==> src/rtl/draw_layer_arbiter.sv <==
// Purpose: fixed-priority per-pixel RGB arbiter for the VGA path, plus once-per-frame collision tracking.
// Latency: every output is registered, 1 clock after the pixel inputs.
// Backpressure: none; the pixel stream is free-running and is sampled every clock.
// Optional feature macro: TRANSPARENT_SKIP_EN (transparent sprite pixels neither draw nor collide).
module draw_layer_arbiter #(
    parameter int               NUM_OBJ           = 4,
    parameter logic [7:0]       TRANSPARENT_COLOR = 8'hFF
) (
    input  logic                   clk,
    input  logic                   resetN,
    input  logic [10:0]            pixelX,
    input  logic [10:0]            pixelY,
    input  logic [7:0]             BG_RGB,
    input  logic                   boardersDrawReq,
    input  logic [NUM_OBJ-1:0]     objDrawReq,
    input  logic [8*NUM_OBJ-1:0]   objRGB,
    output logic [7:0]             RGBOut,
    output logic [3:0]             drawLayer,
    output logic                   startOfFrame,
    output logic [7:0]             frameCount,
    output logic [NUM_OBJ-1:0]     hitPulse,
    output logic [NUM_OBJ-1:0]     collisionMask
);

    // Layer codes beyond the object indices: border, then plain background.
    localparam logic [3:0] LAYER_BORDER = 4'(NUM_OBJ);
    localparam logic [3:0] LAYER_BG     = 4'(NUM_OBJ + 1);

    logic [NUM_OBJ-1:0] eff;
    logic [NUM_OBJ-1:0] hit;
    logic [NUM_OBJ-1:0] acc;
    logic [7:0]         win_rgb;
    logic [3:0]         win_layer;
    logic               origin;
    logic               origin_d;
    logic               sof;

`ifdef TRANSPARENT_SKIP_EN
    // Effective requests: a sprite pixel painted in the transparent colour is not there at all.
    always_comb begin
        eff = '0;
        for (int i = 0; i < NUM_OBJ; i++) begin
            eff[i] = objDrawReq[i] && (objRGB[8*i +: 8] != TRANSPARENT_COLOR);
        end
    end
`else
    // Effective requests: every requested pixel is drawn, whatever its colour.
    always_comb begin
        eff = objDrawReq;
    end
`endif

    // Fixed priority: scanning from the top index down leaves the lowest asserted index as winner.
    always_comb begin
        win_rgb   = BG_RGB;
        win_layer = boardersDrawReq ? LAYER_BORDER : LAYER_BG;
        for (int i = NUM_OBJ - 1; i >= 0; i--) begin
            if (eff[i]) begin
                win_rgb   = objRGB[8*i +: 8];
                win_layer = 4'(i);
            end
        end
    end

    // Collisions: the player only collides with borders; every other object with the player or a border.
    always_comb begin
        hit    = '0;
        hit[0] = eff[0] && boardersDrawReq;
        for (int i = 1; i < NUM_OBJ; i++) begin
            hit[i] = eff[i] && (eff[0] || boardersDrawReq);
        end
    end

    // Frame start is the first cycle at the origin, so a stalled coordinate still yields one pulse.
    always_comb begin
        origin = (pixelX == 11'd0) && (pixelY == 11'd0);
        sof    = origin && !origin_d;
    end

    // Register the arbitrated pixel.
    always_ff @(posedge clk or negedge resetN) begin
        if (!resetN) begin
            RGBOut    <= 8'h00;
            drawLayer <= LAYER_BG;
        end else begin
            RGBOut    <= win_rgb;
            drawLayer <= win_layer;
        end
    end

    // Frame bookkeeping: accumulate hits during the frame (ACCUM), publish them on the sof cycle (PUBLISH).
    always_ff @(posedge clk or negedge resetN) begin
        if (!resetN) begin
            origin_d      <= 1'b0;
            startOfFrame  <= 1'b0;
            frameCount    <= 8'h00;
            hitPulse      <= '0;
            collisionMask <= '0;
            acc           <= '0;
        end else begin
            origin_d     <= origin;
            startOfFrame <= sof;
            if (sof) begin
                // The origin pixel belongs to the new frame, so its hits seed the fresh accumulator.
                collisionMask <= acc;
                acc           <= hit;
                hitPulse      <= hit;
                frameCount    <= frameCount + 8'd1;
            end else begin
                acc      <= acc | hit;
                hitPulse <= hit & ~acc;
            end
        end
    end

endmodule

==> config.mk <==
export PLATFORM = sky130hd
export DESIGN_NAME = draw_layer_arbiter
export DESIGN_NICKNAME = d
export VERILOG_FILES = /design/src/rtl/draw_layer_arbiter.sv
export SDC_FILE = /design/constraint.sdc
export NUM_CORES = 1
export LEC_CHECK = 0
export ABC_AREA = 1
export CAP_MARGIN = 0
export CORE_ASPECT_RATIO = 0.9
export CORE_MARGIN = 2
export CORE_UTILIZATION = 41
export DETAILED_ROUTE_END_ITERATION = 10
export GPL_TIMING_DRIVEN = 0
export PLACE_DENSITY = 0.95
export SLEW_MARGIN = 20
export SYNTH_ARGS = -nofsm -noshare
export SYNTH_HDL_FRONTEND = slang
export SYNTH_SLANG_ARGS = --single-unit
==> constraint.sdc <==
create_clock -name clk -period 2.8 [get_ports clk]
set_clock_uncertainty 0.15 [all_clocks]
set_input_delay 0.56 -clock clk [delete_from_list [all_inputs] [get_ports clk]]
set_output_delay 0.56 -clock clk [all_outputs]
set_load 0.02 [all_outputs]
Yosys cells after proc, flatten, opt, wreduce, memory -nomap -nowiden

Cells that the tools add are included.

Register bits after elaboration: 34
Output and inout bits: 29

Bitwise logic cells: 3
Add/sub/neg operators: 1
Reductions and logical operators: 10
Multiplexer cells: 11

Operators by type and width:

| cell                                        | count |
|---|---|
| two-way mux 8 bit                           | 4 |
| logical NOT 11 bit                          | 2 |
| two-way mux 4 bit                           | 5 |
| adder 8 x 1 -> 8 bit, second input constant | 1 |
| logical AND 1 bit                           | 6 |
| bitwise AND 4 bit                           | 1 |
| inverter 4 bit                              | 1 |
| bitwise OR 4 bit                            | 1 |
| two-way mux 3 bit                           | 1 |
| logical NOT 1 bit                           | 1 |
| logical OR 1 bit                            | 1 |
| two-way mux 1 bit                           | 1 |

Longest topological paths before layout

Word-level depth: 5
Gate-level depth with buffers: 8
Mapped depth without buffers: 7

Worst setup path after synthesis

Ideal clock, no wire load.

Kind: input to register
Start point: input pixelX[1]
End point: register frameCount[4]
Arrival time: 1382 ps
Library setup time: 65 ps
Path slack: 1202 ps
Cell stages on the path: 7
Path buffers: 1
Cells stage by stage: or2_1 nor2_2 nand2_1 nor2_4 buf_6 nand3_1 nand2_1

Word-level cells in the longest chain between the ends: 3

Ends and longest elaborated chain:

| item                 | RTL line | text |
|---|---|---|
| start, declared      | 11       | `input logic [10:0] pixelX,` |
| logical NOT 11 bit   | 76       | `origin = (pixelX == 11'd0) && (pixelY == 11'd0);` |
| logical AND 1 bit    | 76       |  |
| net origin           | 34       | `logic origin;` |
| logical AND 1 bit    | 77       | `sof = origin && !origin_d;` |
| end signal, assigned | 108      | `frameCount <= frameCount + 8'd1;` |
| end, declared        | 20       | `output logic [7:0] frameCount,` |

The timed path passes the listed nets, and every way through them passes these cells.
A chain may end at the register's enable or synchronous reset.

Worst setup path after layout

Start point: register frameCount[3]
End point: output frameCount[3]

No word-level cell between the ends.

==> summary.txt <==
Placed design
  • Area after DPL: 2750 sq um
  • HPWL after detailed placement: 3.83 mm
  • Placed Cells: 379
  • Final GP Congestion: 0.829
  • Number of port buffers: 95

Cells and area
  • Final Non-Filler Cells: 386
  • Fillers: 326
  • P&R area growth vs syn: 62.6%
  • Commonest non-fill, non-tap cell in the layout: clkdlybuf4s50_1
  • Multi-input logic area: 787 sq um
  • Nets: 408
  • Reg area: 828 sq um
  • Post-route cell area: 2840 sq um
  • ANT cells: 0
  • Final Core Density: 69.7%
  • Commonest non-fill, non-tap cells in the layout: clkdlybuf4s50_1 (94), nand2_1 (83), dfrtp_1 (31), nor2_1 (25), nand3_1 (24)
  • Share of layout cells above drive strength 1: 5.62%

Drt
  • Wire per inst: 12.5 um
  • # DRC: 0
  • Drt first pass iters: 4
  • Via density: 4.97
  • Post-DRT Antenna Nets: 0
  • Post-Route WL: 4.84 mm
  • Initial DRC Count: 116
  • Via count: 1919

Die
  • Full die area: 4800 sq um
  • Core footprint: 4070 sq um
  • Die X: 72.8 um
  • Die height: 65.9 um
  • Starting density of the core: 42.8%
  • # rows: 22
  • IO Pins: 98

STA
  • Worst Hold Slack: 184 ps
  • Fin Setup TNS: 0 ps
  • Fmax achieved: 471 MHz
  • Final Critical Period: 2120 ps
  • Worst-margin pin slew: 732 ps
  • Fin. Hold Viols: 0
  • Final Setup Violations: 0
  • Rel. slew slack: 51.2%
  • Fin. max-slew vios: 0
  • RSZ-0062 raised after global routing: false
  • Final period utilization: 75.8%

Global route
  • Total congestion overflow: 0
  • GR peak layer: met2
  • Pin count of the biggest net entering global routing: 34
  • Met3 Resource Use GR: 9.45%
  • Met1 Use GR: 24.2%
  • Vias in the first global route: 1945
  • Global-route usage over all layers: 22.2%
  • First-pass GRT wire length: 8.25 mm
  • Initial antenna violation count: 0
  • Met2 Use GR: 37.5%

Worst setup path
  • Critical path's top delay family: buffers and inverters
  • Slowest cell on crit path: clkdlybuf4s50_1
  • CP Buf/Inv Count: 1
  • Critical Path RT: 2090 ps
  • CP peak stage delay: 660 ps
  • Crit Path Class: register to primary output
  • Critical-path cell list: clkdlybuf4s50_1
  • Startpoint types: register
  • Largest fanout on the critical path: 7
  • CP arrival: 1410 ps
  • Endpoint type of the worst setup path: primary output

Synthesis
  • Net Count, Synth: 306
  • Synth top area cells: dfrtp_1 (44%), nand2_1 (18%), nand3_1 (6.9%), nor2_1 (5.4%), o21ai_0 (4.6%)
  • Leading area contributor after synthesis: dfrtp_1
  • Yosys warns: 0
  • Gate Count Post-Synth: 236
  • Synth Cell Area: 1750 sq um
  • Syn Area/Cell: 7.40 sq um
  • Seq/Total Area, Yosys: 47.5%
  • Count of different cell masters after synthesis: 24
  • Post-synth top area share: 44.4%
  • Synthesized flop and latch total: 33

CTS
  • CTS sink cnt: 33
  • Clock root cell: clkbuf_8
  • CTS Buf Count: 5
  • Register clock-pin slew on the reported worst setup and hold paths: 70 ps
  • CTS Hold Bufs: 0
  • H-tree depth: 2
  • CTS max path bufs: 2
  • CTS tree: yes
  • Post-CTS sizing: 0
  • Clk_lat worst skew: 280 ps
  • Setup bufs post-CTS: 0

Power and ir drop
  • P per Cell Area: 374 nW/um^2
  • Maximum vdd drop: 0.000262 V
  • Static Leakage: 1.35 nW

Min path
  • Worst min-delay path category: primary input to asynchronous set/reset pin

Run status
  • Run status: finished, final reports clean

Run
  • Maxcap violations: 0
## final timing paths
check | start | endpoint | slack (ps) | cells past startpoint
setup / recovery | frameCount[3] | frameCount[3] | 680 | 1
hold / removal | resetN | frameCount[3] | 180 | 1
setup reg to reg | frameCount[2] | frameCount[7] | 1300 | 7
hold reg to reg | collisionMask[0] | collisionMask[0] | 340 | 2
max in group asynchronous | resetN | frameCount[5] | 1840 | 1
min in group clk | collisionMask[0] | collisionMask[0] | 340 | 2
## routing by layer
layer | part of all wire, % | wire [um]
met4 | 0.56 | 27
met2 | 51 | 2450
met1 | 39 | 1880
met5 | 0 | 0
met3 | 9.9 | 479
## registers in the layout (all words and copies together), names as in the netlist
signal / flops
hitPulse: 4
startOfFrame: 1
origin_d: 1
frameCount: 8
collisionMask: 4
drawLayer: 3
RGBOut: 8
acc: 4
## final cells by class
class,instances,area share [%]
flip-flops and latches,33,29.2
multi-input cells,174,27.7
plain buffers,9,1.94
clock buffers,7,3.04
well taps,48,2.12
repair buffers,95,33.3
inverters,20,2.65
## synth_stat cells (all sizes together)
| cell | number |
|---|---|
| o21a | 4 |
| ha | 1 |
| clkinv | 1 |
| xnor2 | 1 |
| o21ai | 16 |
| nand4 | 4 |
| conb | 1 |
| a22oi | 4 |
| clkbuf | 1 |
| dfstp | 2 |
| buf | 8 |
| or2 | 1 |
| dfrtp | 31 |
| nor2 | 27 |
| xor2 | 2 |
| inv | 19 |
| a21oi | 5 |
| nor3 | 1 |
| nand3 | 24 |
| nand2 | 83 |
## kinds of logic after synthesis
| kind of cell | share of synthesized area, % |
|---|---|
| XOR/XNOR | 1.51 |
| adder cells (fa/ha/maj) | 0.717 |
| flip-flops | 47.5 |
| AO/OA/AOI/OAI | 9.46 |
| buffers and inverters | 7.45 |
| AND/OR/NAND/NOR | 33.2 |
| other | 0.215 |
## metrics by stage
stage	setup WS, ps	total power, mW
2_1_floorplan	1200	0.571
3_3_place_gp	381	0.709
3_5_place_dp	628	0.713
4_1_cts	666	1.07
5_1_grt	628	1.11
6_report	677	1.06
## power by group
group          internal [mW]  leakage (nW)  total (mW)  switching, mW
sequential             0.491         0.414       0.494        0.00327
clock                  0.195        0.0443       0.357          0.162
combinational          0.125         0.893       0.209         0.0837
Power figures use the tool's default switching activity.
